--- src/rtl/mmio_pkg.sv ---
// Shared constants and types for the MMIO posted-write buffer.
package mmio_pkg;

  localparam logic [7:0] MMIO_STATUS     = 8'hF0;
  localparam logic [7:0] MMIO_MBOX       = 8'hF4;
  localparam logic [7:0] MMIO_CTRL       = 8'hF8;
  localparam logic [7:0] MMIO_DATA_LIMIT = 8'hF0;

  localparam int unsigned STAT_OVF_BIT   = 31;
  localparam int unsigned STAT_MBOX_BIT  = 30;
  localparam int unsigned STAT_CNT_LSB   = 4;
  localparam int unsigned STAT_FULL_BIT  = 3;
  localparam int unsigned STAT_EMPTY_BIT = 2;

  typedef struct packed {
    logic [7:0]  addr;
    logic [3:0]  be;
    logic [31:0] data;
  } mmio_entry_t;

  function automatic logic [31:0] status_word(input logic       ovf,
                                              input logic       mbox_valid,
                                              input logic       full,
                                              input logic       empty,
                                              input logic [3:0] count);
    logic [31:0] w;
    w                              = '0;
    w[STAT_OVF_BIT]                = ovf;
    w[STAT_MBOX_BIT]               = mbox_valid;
    w[STAT_CNT_LSB+3:STAT_CNT_LSB] = count;
    w[STAT_FULL_BIT]               = full;
    w[STAT_EMPTY_BIT]              = empty;
    return w;
  endfunction

endpackage

--- src/rtl/sync_fifo.sv ---
// Single-clock FIFO; a push into a full FIFO is accepted only if a pop happens in the same cycle.
module sync_fifo #(
  parameter  int unsigned WIDTH = 44,
  parameter  int unsigned DEPTH = 4,
  localparam int unsigned PTR_W = $clog2(DEPTH),
  localparam int unsigned CNT_W = PTR_W + 1
) (
  input  logic             iCLK,
  input  logic             iRST_N,
  input  logic             iPush,
  input  logic [WIDTH-1:0] iPushData,
  input  logic             iPop,
  output logic [WIDTH-1:0] oHeadData,
  output logic             oFull,
  output logic             oEmpty,
  output logic [CNT_W-1:0] oCount,
  output logic             oDrop
);

  logic [WIDTH-1:0] r_mem [DEPTH];
  logic [PTR_W-1:0] r_wptr;
  logic [PTR_W-1:0] r_rptr;
  logic [CNT_W-1:0] r_count;

  logic w_full;
  logic w_empty;
  logic w_push_ok;
  logic w_pop_ok;

  assign w_full    = (r_count == CNT_W'(DEPTH));
  assign w_empty   = (r_count == '0);
  assign w_pop_ok  = iPop & ~w_empty;
  assign w_push_ok = iPush & (~w_full | w_pop_ok);

  assign oFull   = w_full;
  assign oEmpty  = w_empty;
  assign oCount  = r_count;
  assign oDrop   = iPush & w_full & ~w_pop_ok;
  // Masked when empty so the head reads as zero after reset and after draining.
  assign oHeadData = w_empty ? '0 : r_mem[r_rptr];

  always_ff @(posedge iCLK) begin
    if (w_push_ok) begin
      r_mem[r_wptr] <= iPushData;
    end
  end

  always_ff @(posedge iCLK or negedge iRST_N) begin
    if (!iRST_N) begin
      r_wptr  <= '0;
      r_rptr  <= '0;
      r_count <= '0;
    end else begin
      if (w_push_ok) begin
        r_wptr <= r_wptr + 1'b1;
      end
      if (w_pop_ok) begin
        r_rptr <= r_rptr + 1'b1;
      end
      if (w_push_ok && !w_pop_ok) begin
        r_count <= r_count + 1'b1;
      end else if (!w_push_ok && w_pop_ok) begin
        r_count <= r_count - 1'b1;
      end
    end
  end

endmodule

--- src/rtl/mmio_write_buffer.sv ---
// MMIO window decoder that posts CPU stores into a FIFO drained over a valid/ready bus,
// with a status register, response mailbox and sticky overflow flag.
module mmio_write_buffer
  import mmio_pkg::*;
#(
  parameter logic [31:0] BASE_ADDR = 32'hFF00_0000,
  parameter int unsigned DEPTH     = 4,
  parameter int unsigned PADDR_W   = 8
) (
  input  logic               iCLK,
  input  logic               iRST_N,
  input  logic               iReadEnable,
  input  logic               iWriteEnable,
  input  logic [3:0]         iByteEnable,
  input  logic [31:0]        iAddress,
  input  logic [31:0]        iWriteData,
  output logic               oHit,
  output logic [31:0]        oReadData,
  output logic               oPValid,
  input  logic               iPReady,
  output logic [PADDR_W-1:0] oPAddr,
  output logic [31:0]        oPData,
  output logic [3:0]         oPByteEn,
  input  logic               iPRspValid,
  input  logic [31:0]        iPRspData,
  output logic               oOverflow
);

  localparam int unsigned CNT_W = $clog2(DEPTH) + 1;

  logic             w_hit;
  logic [7:0]       w_off;
  logic             w_push_req;
  logic             w_pop;
  logic             w_ctrl_clr;
  logic             w_mbox_rd;
  logic             w_full;
  logic             w_empty;
  logic             w_drop;
  logic [CNT_W-1:0] w_count;
  mmio_entry_t      w_entry;
  mmio_entry_t      w_head;

  logic             r_overflow;
  logic             r_mbox_valid;
  logic [31:0]      r_mbox_data;

  assign w_hit      = (iAddress[31:8] == BASE_ADDR[31:8]);
  assign w_off      = iAddress[7:0];
  assign w_push_req = iWriteEnable & w_hit & (w_off < MMIO_DATA_LIMIT);
  assign w_pop      = oPValid & iPReady;
  assign w_ctrl_clr = iWriteEnable & w_hit & (w_off == MMIO_CTRL) & iByteEnable[3] & iWriteData[31];
  assign w_mbox_rd  = iReadEnable & w_hit & (w_off == MMIO_MBOX);

  assign w_entry.addr = w_off;
  assign w_entry.be   = iByteEnable;
  assign w_entry.data = iWriteData;

  sync_fifo #(
    .WIDTH($bits(mmio_entry_t)),
    .DEPTH(DEPTH)
  ) u_fifo (
    .iCLK      (iCLK),
    .iRST_N    (iRST_N),
    .iPush     (w_push_req),
    .iPushData (w_entry),
    .iPop      (w_pop),
    .oHeadData (w_head),
    .oFull     (w_full),
    .oEmpty    (w_empty),
    .oCount    (w_count),
    .oDrop     (w_drop)
  );

  assign oHit      = w_hit;
  assign oPValid   = ~w_empty;
  assign oPAddr    = PADDR_W'(w_head.addr);
  assign oPData    = w_head.data;
  assign oPByteEn  = w_head.be;
  assign oOverflow = r_overflow;

  // A drop in the same cycle as a CTRL clear keeps the flag set.
  always_ff @(posedge iCLK or negedge iRST_N) begin
    if (!iRST_N) begin
      r_overflow <= 1'b0;
    end else if (w_drop) begin
      r_overflow <= 1'b1;
    end else if (w_ctrl_clr) begin
      r_overflow <= 1'b0;
    end
  end

  // A response arriving during a MBOX read wins over the read clear.
  always_ff @(posedge iCLK or negedge iRST_N) begin
    if (!iRST_N) begin
      r_mbox_valid <= 1'b0;
      r_mbox_data  <= '0;
    end else if (iPRspValid) begin
      r_mbox_valid <= 1'b1;
      r_mbox_data  <= iPRspData;
    end else if (w_mbox_rd) begin
      r_mbox_valid <= 1'b0;
    end
  end

  always_comb begin
    oReadData = '0;
    if (w_hit) begin
      unique case (w_off)
        MMIO_STATUS: oReadData = status_word(r_overflow, r_mbox_valid, w_full, w_empty,
                                             4'(w_count));
        MMIO_MBOX:   oReadData = r_mbox_data;
        default:     oReadData = '0;
      endcase
    end
  end

endmodule
--- config.mk ---
export PLATFORM = sky130hd
export DESIGN_NAME = mmio_write_buffer
export DESIGN_NICKNAME = d
export VERILOG_FILES = /design/src/rtl/mmio_pkg.sv /design/src/rtl/sync_fifo.sv /design/src/rtl/mmio_write_buffer.sv
export SDC_FILE = /design/constraint.sdc
export NUM_CORES = 1
export LEC_CHECK = 0
export BUFFER_PORTS_ARGS = -buffer_cell sky130_fd_sc_hd__clkbuf_2
export CORE_ASPECT_RATIO = 0.5
export CORE_UTILIZATION = 29
export CTS_BUF_LIST = sky130_fd_sc_hd__clkbuf_2
export DETAILED_ROUTE_END_ITERATION = 10
export SYNTH_ARGS = -nofsm -noshare
export SYNTH_HDL_FRONTEND = slang
export SYNTH_SLANG_ARGS = --single-unit
--- constraint.sdc ---
create_clock -name iCLK -period 3.85 [get_ports iCLK]
set_input_delay 0.1925 -clock iCLK [delete_from_list [all_inputs] [get_ports iCLK]]
set_output_delay 0.1925 -clock iCLK [all_outputs]
set_load 0.03 [all_outputs]
# Word level (Yosys, flattened, before mapping)
# Memory sizes are Yosys's and may differ from the RTL's.
# Index checks and enable logic that the tools add are counted.
[op_classes] add_sub_neg=4 n_lt_le_gt_ge=1 n_eq_ne=5 muxes=11 n_bitwise=16 n_reduce_logical=8
[ops] cell="32-bit case mux with 2 select lines" n=1
[ops] cell="44-bit two-way mux" n=1
[ops] cell="32-bit two-way mux" n=1
[ops] cell="24-bit equality test, second input constant" n=1
[ops] cell="8-bit equality test, second input constant" n=3
[ops] cell="1-bit AND" n=12
[ops] cell="8-bit < comparator, second input constant" n=1
[ops] cell="1-bit two-way mux" n=6
[ops] cell="3-bit two-way mux" n=2
[ops] cell="2-bit nonzero test" n=3
[ops] cell="2-bit by 1-bit adder with 2-bit output, second input constant" n=2
[ops] cell="3-bit by 1-bit adder with 3-bit output, second input constant" n=1
[ops] cell="3-bit equality test, second input constant" n=1
[ops] cell="3-bit zero test" n=1
[ops] cell="1-bit NOT" n=3
[ops] cell="3-bit by 1-bit subtractor with 3-bit output, second input constant" n=1
[ops] cell="1-bit logical AND" n=2
[ops] cell="1-bit zero test" n=2
[ops] cell="1-bit OR" n=1
[totals] ff_bits=41 ramBits=176 input_bits=106 out_inout_bits=79 word_cells=52 mem_count=1
[memory_table] memory="u_fifo.r_mem" depth=4 width=44 rd=1 rd_clocked_by_memory_dff=0 write_ports=1 line_no="sync_fifo.sv:20" source="logic [WIDTH-1:0] r_mem [DEPTH];"

# Depth between registers and ports, before layout
# Gate-level depths: netlist of run 1.
[logic_depth] word_depth=10 depth_mapped=10 ltp_nobuf=9

# Modules after synthesis
# From an unflattened synthesis of run 1, not the netlist that was laid out.
[hier_totals] cells_unflattened=455 area_unflattened_um2=8770.9
[by_module_without_submodules] module="sync_fifo" n_inst=1 cells_each=316 area_per_inst_um2=7089.3 seq_area_each_um2=5460.2
[by_module_without_submodules] module="mmio_write_buffer" n_inst=1 cells_each=139 area_per_inst_um2=1681.6 seq_area_each_um2=850.8

# Least setup slack after synthesis of run 1
# No wires, ideal clock.
[synth_timing] path_kind="in2reg" from="in iAddress[20]" to="mem u_fifo.r_mem[0][0] (enable)" setup_time_ns=0.406 arrival_time_ns=2.212 t_required_ns=3.444 setup_slack_ns=1.232 path_stages=4 n_path_buf=0 cell_sequence="nor4b_4 nand4_4 nor4b_4 and2_1"
[synth_between] elab_chain_cells=6
[synth_lines] element="start: declaration" line_no="mmio_write_buffer.sv:15" source="input logic [31:0] iAddress,"
[synth_lines] element="24-bit equality test" line_no="mmio_write_buffer.sv:48" source="assign w_hit = (iAddress[31:8] == BASE_ADDR[31:8]);"
[synth_lines] element="1-bit AND (2 in series)" line_no="mmio_write_buffer.sv:50" source="assign w_push_req = iWriteEnable & w_hit & (w_off < MMIO_DATA_LIMIT);"
[synth_lines] element="1-bit AND" line_no="sync_fifo.sv:33" source="assign w_push_ok = iPush & (~w_full | w_pop_ok);"
[synth_lines] element="named net u_fifo.w_push_ok" line_no="sync_fifo.sv:27" source="logic w_push_ok;"
[synth_lines] element="1-bit two-way mux" line_no="sync_fifo.sv:43" source="if (w_push_ok) begin"
[synth_lines] element="1-bit two-way mux (not written as such)" line_no="sync_fifo.sv:44" source="r_mem[r_wptr] <= iPushData;"
[synth_lines] element="end: declaration" line_no="sync_fifo.sv:20"
# The timed path passes the listed nets, and every way through them passes these cells.

# Final worst setup path of run 1
[layout_timing] from="in iAddress[10]" to="mem u_fifo.r_mem[0][38] (enable)"
# The elaborated chain is that of the path after synthesis.

==> results.txt, run 1 <==
Final Hold Fails - 0
total CTS buffers - 50
worst path cell trace - dlygate4sd3_1 -> clkbuf_2 -> nor4_4 -> dlygate4sd3_1 -> nand4_4 -> dlygate4sd3_1 -> nor4b_4 -> and2_2 -> buf_12
Synth Flop Type - edfxtp_1
DRC Markers - 0
Max Clock Freq - 303 MHz
max_cap viols - 0
First-pass DRT Iterations - 4
Core Area - 29300 um^2
hold path startpoint - iAddress[18]
crit-path max FO - 23
Top Ports - 185
# clock sinks - 217
most frequent cells in the layout - clkbuf_2, edfxtp_1, dlygate4sd3_1
WP buf/inv - 5
total chip power - 4.31 mW
DR vias - 5139
die area - 31000 um^2
startpoint types - primary input
HPWL Detailed - 11800 um
RD Place Congestion - 0.749
Final Non-Filler Cells - 1190
nets@finish - 871
Max clock buf depth - 3
design area - 11500 um^2
Area growth syn-to-layout - 30.8%
TritonCTS clock tree - yes
Worst setup EP type - register
Setup WS pre-CTS - 1.11 ns
cell area after synthesis - 8770 um^2
CP top delay family - buffers and inverters
worst min path class - primary input to register
max-slew violation count - 0
warnings from Yosys - 0
worst IR drop on VDD - 0.000132 V
status - completed
commonest non-fill, non-tap cell in the layout - clkbuf_2
die width - 248 um
WHS - 0.123 ns
DIE HEIGHT - 125 um
Req. time, crit path - 4.34 ns
H-Tree Depth - 2
Final setup viols - 0
crit path DAT - 3.78 ns
setup TNS - 0 ns
Area after DPL - 10200 um^2
worst rel slew slack - 34.5%
Crit path depth - 9
sequential fraction of the synthesis area - 71.9%
Reg2Reg Depth - 5
total track usage - 13.2%
largest net degree at the start of global routing - 47
crit path kind - primary input to register
clk_skew - 0.0615 ns
synth unique cells - 35
Detailed Route Iter0 Violations - 207
Final WS setup - 0.554 ns
Detail Route Antenna Nets - 0
reg2reg start - u_fifo.oCount[0]
antenna violations before repair - 1
I/O Buffers - 184
pwr dens - 375 nW/um^2
Mapped Nets - 563
leak pwr - 4.41 nW
first-pass GRT wire length - 31300 um
routed len/inst - 16.6 um
crit-path max cell delay - 0.66 ns
Site Rows - 44
Gate Count Post-Synth - 451
Syn Area/Cell - 19.5 um^2
Yosys reg bits - 217
clock root cell - clkbuf_2
total congestion overflow - 0
worst hold path cell count - 5
Critical-path top delay cell - and2_2
Worst-path clk slew - 0.11 ns
Clk Latency, worst-skew pair - 0.83 ns
crit path from - iAddress[10]
vias in the first global route - 5822
via density per instance - 4.32
cell count after placement - 1012
fin util - 39.1%
asr flop ratio synth - 18.9%
RSZ-0062 raised after global routing - no
Tmin final - 3.30 ns
layout cells sized above 1 - 45.5%
Total Wirelength - 19800 um
Crit path top cell by count - dlygate4sd3_1
Initial Util - 29.9%
Post-synth EDFFs - 176
fin crit share - 85.6%
Slew @ Worst Pin - 0.982 ns
==> metal layers <==
layer	GRT usage, %	vias to the layer above	wire, um	share of wire, %
li1	-	2405	-	-
met1	15.7	2585	8030	41
met2	22.9	114	10400	53
met3	3.22	35	855	4.3
met4	5.67	0	479	2.4
met5	0	-	0	0
==> timing repair <==
| item | in CTS | in global routing |
|---|---|---|
| setup endpoints to repair | 0 | 0 |
| gates resized for setup | 0 | 0 |
| endpoints found under the hold margin | 258 | 0 |
| setup buffers | 0 | 0 |
| hold buffers | 86 | 0 |
==> worst reg2reg max path, cell delays in order (launching register included) <==
cell and delay [ns]:
dfrtp_1 0.47, nor2_1 0.10, nand3b_1 0.13, nor4b_4 0.38, and2_2 0.66, buf_12 0.29
==> flip-flops by register name, summed over array words and instances (netlist names) <==
register       count
r_mbox_data       32
u_fifo.r_mem     176
u_fifo.r_wptr      2
r_mbox_valid       1
u_fifo.oCount      3
oOverflow          1
u_fifo.r_rptr      2
==> path summary, 6_finish.rpt <==
check,slack [ns],endpoint
setup / recovery,0.55,u_fifo.r_mem[0][38]
hold / removal,0.12,u_fifo.r_wptr[1]
setup reg to reg,1.52,u_fifo.r_mem[0][38]
hold reg to reg,0.51,r_mbox_data[17]
max in group asynchronous,2.86,u_fifo.r_rptr[0]
min in group asynchronous,0.58,r_mbox_data[20]
==> cells in the mapped netlist (2+ instances only) <==
master    instances  share of area (%)
mux4_2           44                 11
xor2_1            2               0.20
nand2b_1          2               0.14
nor2_1            9               0.39
nor4_4            2               0.48
inv_1             6               0.26
nor4b_4           2               0.54
nor4_1            2               0.14
clkbuf_1         14               0.60
buf_2             5               0.29
mux2_2           33                4.2
edfxtp_1        176                 60
and2_1           73                5.2
o31ai_1           2               0.17
dfrtp_1          41                 12
buf_6             3               0.39
xnor2_1           4               0.40
nand2_1           3               0.13
nor3_1            2               0.11
a22oi_1           6               0.51
or3_1             2               0.14
ha_1              5               0.71
==> cell type report <==
cell class / instances / area, um^2
well taps: 391 / 489
multi-input cells: 206 / 2330
clock buffers: 76 / 380
diodes: 1 / 2.50
clock inverters: 15 / 67.6
fillers: 2725 / 17900
repair buffers: 278 / 1870
flip-flops and latches: 217 / 6320
inverters: 6 / 22.5
==> cell families after synthesis <==
logic type / count (synthesis) / share of synthesized area [%]
compound gates: 10 / 0.899
xor+xnor: 6 / 0.599
simple gates: 106 / 8.39
buf+inv: 28 / 1.53
mux: 78 / 15.7
flops: 217 / 71.9
fa+ha+maj: 6 / 0.941
==> where the power goes <==
group,switching (mW),total (mW),internal (mW)
Sequential,0.0246,2.59,2.57
Clock,0.904,1.43,0.530
Combinational,0.128,0.281,0.153
No activity file was read; power rests on OpenSTA's default activity.
==> run 2: changes to the inputs <==
--- a/config.mk
+++ b/config.mk
@@ -8,7 +8,6 @@
 export BUFFER_PORTS_ARGS = -buffer_cell sky130_fd_sc_hd__clkbuf_2
 export CORE_ASPECT_RATIO = 0.5
 export CORE_UTILIZATION = 29
-export CTS_BUF_LIST = sky130_fd_sc_hd__clkbuf_2
 export DETAILED_ROUTE_END_ITERATION = 10
 export SYNTH_ARGS = -nofsm -noshare
 export SYNTH_HDL_FRONTEND = slang
==> run 2 against run 1 <==
Critical path depth fell by 2. Via count fell by 3.5%. Clock skew shrank 0.047 ns. First-iteration DRC count rose by 3.4%. Largest cell class unchanged. Highest routed layer unchanged.
==> results.txt, run 2 (synthesized netlist as in run 1, its figures left out) <==
status - completed
crit-path max cell delay - 0.75 ns
commonest non-fill, non-tap cell in the layout - clkbuf_2
total CTS buffers - 22
die width - 248 um
max-slew violation count - 0
DIE HEIGHT - 125 um
first-pass GRT wire length - 30300 um
Crit path top cell by count - clkbuf_2
setup TNS - 0 ns
worst rel slew slack - 34.7%
die area - 31000 um^2
total congestion overflow - 0
# clock sinks - 217
Slew @ Worst Pin - 0.979 ns
Detailed Route Iter0 Violations - 214
design area - 11600 um^2
leak pwr - 4.36 nW
max reg flops - 176
Tmin final - 3.05 ns
CP Capture Point - oReadData[16]
worst min path class - primary input to register
largest reg by FF count - u_fifo.r_mem
cell count after placement - 1012
crit path from - iAddress[4]
pwr dens - 419 nW/um^2
clock root cell - clkbuf_16
HPWL Detailed - 11800 um
max_cap viols - 0
vias in the first global route - 5377
fin crit share - 79.3%
via density per instance - 4.38
Final setup viols - 0
total track usage - 12.7%
crit path DAT - 2.86 ns
Req. time, crit path - 3.66 ns
Final Hold Fails - 0
startpoint types - primary input
RSZ-0062 raised after global routing - no
reg2reg start - u_fifo.oCount[0]
crit path kind - primary input to output port
layout cells sized above 1 - 42.2%
Reg2Reg Depth - 5
Total Wirelength - 19300 um
RD Place Congestion - 0.749
ANT cells - 0
Initial Util - 29.9%
I/O Buffers - 184
worst IR drop on VDD - 0.000279 V
Site Rows - 44
DRC Markers - 0
Detail Route Antenna Nets - 0
H-Tree Depth - 1
DR vias - 4959
clk_skew - 0.0148 ns
Max Clock Freq - 327 MHz
most frequent cells in the layout - clkbuf_2, edfxtp_1, dlygate4sd3_1
Max clock buf depth - 3
worst path cell trace - dlygate4sd3_1 -> clkbuf_2 -> nand4_2 -> nor4_4 -> nor3b_4 -> and2_1 -> clkbuf_2
Clk Latency, worst-skew pair - 0.51 ns
Top Ports - 185
Area growth syn-to-layout - 32.5%
Area after DPL - 10200 um^2
TritonCTS clock tree - yes
routed len/inst - 17.1 um
Worst-path clk slew - 0.06 ns
Core Area - 29300 um^2
FF-to-FF End - u_fifo.r_mem[0][42]
largest net degree at the start of global routing - 47
nets@finish - 836
R2R setup slack - 1.48 ns
antenna violations before repair - 0
Final Non-Filler Cells - 1131
First-pass DRT Iterations - 4
crit-path max FO - 25
Critical-path top delay cell - nor3b_4
Worst setup EP type - output port
==> run 2: cell types whose count changed in the layout (fill, tap and decap cells not counted), moves of 2 or more <==
cell           change
clkinv_1           -8
clkbuf_1           +8
clkinv_2           +2
clkbuf_16         +22
dlygate4sd3_1      -7
clkbuf_2          -76
==> run 2: worst min path at each step <==
stage	from	to	slack (ns)	cells after the start
2_1_floorplan	iRST_N	oOverflow	-0.10	0
3_3_place_gp	iRST_N	r_mbox_data[20]	0.29	2
3_5_place_dp	iRST_N	r_mbox_data[20]	0.30	2
4_1_cts	iWriteEnable	oOverflow	0.07	3
5_1_grt	iWriteEnable	oOverflow	0.07	3
6_report	iWriteEnable	oOverflow	0.08	3
==> run 2: where the power goes <==
group          internal [mW]  switching, mW
sequential              2.57         0.0250
combinational          0.150          0.128
clock                   1.13          0.864
==> run 2: area by class of cell <==
type / count / area [um^2]
Inverter: 6 / 22.5
Fill cell: 2688 / 17700
Multi-Input combinational cell: 206 / 2330
Clock buffer: 30 / 581
Clock inverter: 10 / 83.8
Timing Repair Buffer: 271 / 1800
Tap cell: 391 / 489
Sequential cell: 217 / 6320
==> run 2: repair_timing <==
item / 4_1_cts / 5_1_grt
hold buffers: 79 / 0
setup buffers: 0 / 0
hold endpoints to repair: 251 / 0
gates resized for setup: 0 / 0
==> run 2: routing by layer <==
layer,vias up,global-route usage [%],wire length (um)
li1,2302,-,-
met1,2529,15.7,7910
met2,100,22.7,10300
met3,28,2.53,763
met4,0,3.14,351
met5,-,0,0
==> run 2: worst max-delay path: cells and delay by family <==
family / cells / cell delay [ns]
buf+inv: 3 / 0.91
simple gates: 4 / 1.73
==> run 2: through the flow <==
stage / worst slack [ns] / hold slack [ns] / utilization [%] / power (mW)
floorplan: 1.23 / -0.103 / - / 2.74
global placement: 1.14 / 0.294 / 34.6 / 2.85
detailed placement: 1.11 / 0.299 / 34.6 / 2.86
CTS: 0.751 / 0.0685 / 39.6 / 4.93
global route: 0.539 / 0.0696 / 39.6 / 5.04
finish: 0.795 / 0.0849 / 39.6 / 4.87
==> run 3: changes to the inputs <==
==> constraint.sdc (replaced) <==
create_clock -name iCLK -period 2.5 [get_ports iCLK]
set_input_delay 0.125 -clock iCLK [delete_from_list [all_inputs] [get_ports iCLK]]
set_output_delay 0.125 -clock iCLK [all_outputs]
set_load 0.03 [all_outputs]
==> run 3 against run 2 <==
Clock skew shrank 0.0029 ns. Non-clock buffer count is 11 higher. Hold slack worse by 0.010 ns. Combinational power increased by 59%. Total power up 56%. Critical path depth is 3 lower. Routed wire length up 2.0%. Final cell count is 0.97% higher. Largest cell class unchanged. First-iteration DRC count up 3.7%.
==> results.txt, run 3 (synthesized netlist as in run 1, its figures left out) <==
status - completed
nets@finish - 847
Site Rows - 44
pwr dens - 644 nW/um^2
via density per instance - 4.43
worst rel slew slack - 40.1%
Worst-path clk slew - 0.06 ns
Hold Path Sink - oOverflow
max reg flops - 176
Max clock buf depth - 3
crit-path max FO - 11
DIE HEIGHT - 125 um
HPWL Detailed - 12400 um
Detail Route Antenna Nets - 0
Final Hold Fails - 0
Final setup viols - 0
Core Area - 29300 um^2
RD Place Congestion - 0.741
First-pass DRT Iterations - 4
worst min path class - primary input to register
layout cells sized above 1 - 42.8%
R2R setup slack - 0.42 ns
Reg2Reg Depth - 9
Clk Latency, worst-skew pair - 0.51 ns
most frequent cells in the layout - clkbuf_2, edfxtp_1, dlygate4sd3_1
max-slew violation count - 0
die width - 248 um
hold path startpoint - iAddress[20]
reg2reg start - u_fifo.oCount[0]
FILL cells - 2705
leak pwr - 4.44 nW
total congestion overflow - 0
Area growth syn-to-layout - 34.8%
Initial Util - 29.9%
antenna violations before repair - 1
Worst setup EP type - output port
Max Clock Freq - 428 MHz
I/O Buffers - 184
largest reg by FF count - u_fifo.r_mem
H-Tree Depth - 1
clk_skew - 0.0120 ns
worst hold path cell count - 5
Slew @ Worst Pin - 0.898 ns
Top Ports - 185
vias in the first global route - 5704
startpoint types - register
# clock sinks - 217
first-pass GRT wire length - 31500 um
Total Wirelength - 19700 um
DRC Markers - 0
routed len/inst - 17.2 um
clock root cell - clkbuf_16
commonest non-fill, non-tap cell in the layout - clkbuf_2
Detailed Route Iter0 Violations - 222
DR vias - 5060
fin crit share - 93.5%
setup TNS - 0 ns
crit path DAT - 2.21 ns
Tmin final - 2.34 ns
crit path kind - register to output port
largest net degree at the start of global routing - 47
worst IR drop on VDD - 0.000405 V
total CTS buffers - 22
die area - 31000 um^2
fin util - 40.3%
max_cap viols - 0
FF-to-FF End - u_fifo.oCount[2]
total track usage - 13.1%
TritonCTS clock tree - yes
Req. time, crit path - 2.38 ns
RSZ-0062 raised after global routing - no
## run 3: changes by cell type in the layout (fill, tap and decap cells not counted)
cell	change
buf_12	+7
buf_4	+1
buf_6	+1
buf_8	+1
bufinv_16	+1
clkbuf_1	-2
clkinv_1	+2
clkinv_2	-1
diode_2	+1
dlygate4sd3_1	+1
inv_4	-1
## run 3: per-stage QoR
stage                     instances  power [mW]  setup WS (ns)  cell area [um^2]  hold WS [ns]
after floorplan                 451        4.22          0.379              8780        -0.171
after global placement         1021        4.39          0.295             10300         0.175
after detailed placement       1021        4.41          0.248             10300         0.169
after CTS                      1141        7.71         0.0615             11800        0.0578
after global routing           1142        7.89         0.0450             11800        0.0776
final                          1142        7.61          0.163             11800        0.0745
## run 3: worst max path at each step
stage	startpoint	slack, ns	cells after the start	end
after detailed placement	iAddress[13]	0.25	10	u_fifo.oCount[2]
after global placement	iAddress[13]	0.29	10	u_fifo.oCount[2]
after global routing	u_fifo.r_rptr[0]	0.04	4	oPData[31]
final	u_fifo.r_rptr[0]	0.16	4	oPByteEn[3]
after floorplan	iAddress[20]	0.38	9	u_fifo.oCount[2]
after CTS	iAddress[6]	0.06	8	oReadData[12]
## run 3: timing repair
| item | in CTS | in global routing |
|---|---|---|
| buffers inserted | 1 | 0 |
| hold buffers | 80 | 0 |
| gates resized for setup | 0 | 1 |
| pin swaps | 0 | 1 |
| hold endpoints to repair | 234 | 0 |
| setup endpoints to repair | 19 | 25 |
## run 3: final cells by class
class / count / area, um^2 / area share (%)
sequential: 217 / 6320 / 53.4
multi-input combinational: 206 / 2330 / 19.7
timing repair buffer: 282 / 1980 / 16.7
clock buffer: 28 / 573 / 4.85
tap: 391 / 489 / 4.14
clock inverter: 11 / 110 / 0.931
inverter: 6 / 22.5 / 0.190
antenna: 1 / 2.50 / 0.0212
## run 3: power breakdown
group	total (mW)	switching [mW]	leakage (nW)	internal, mW
Clock	3.18	1.35	0.333	1.83
Combinational	0.441	0.205	2.04	0.236
Sequential	3.99	0.0297	2.07	3.96
## run 3: layer usage
layer	routed length, um	vias up	track usage, %
met2	10200	87	23.4
li1	-	2339	-
met5	0	-	0
met1	8240	2603	16.3
met4	448	0	3.21
met3	818	31	2.71
## run 3: worst max-delay path, stage by stage (launching register included)
cell	delay, ns
dfrtp_4	0.60
buf_8	0.23
mux4_2	0.51
and2_1	0.17
clkbuf_2	0.19
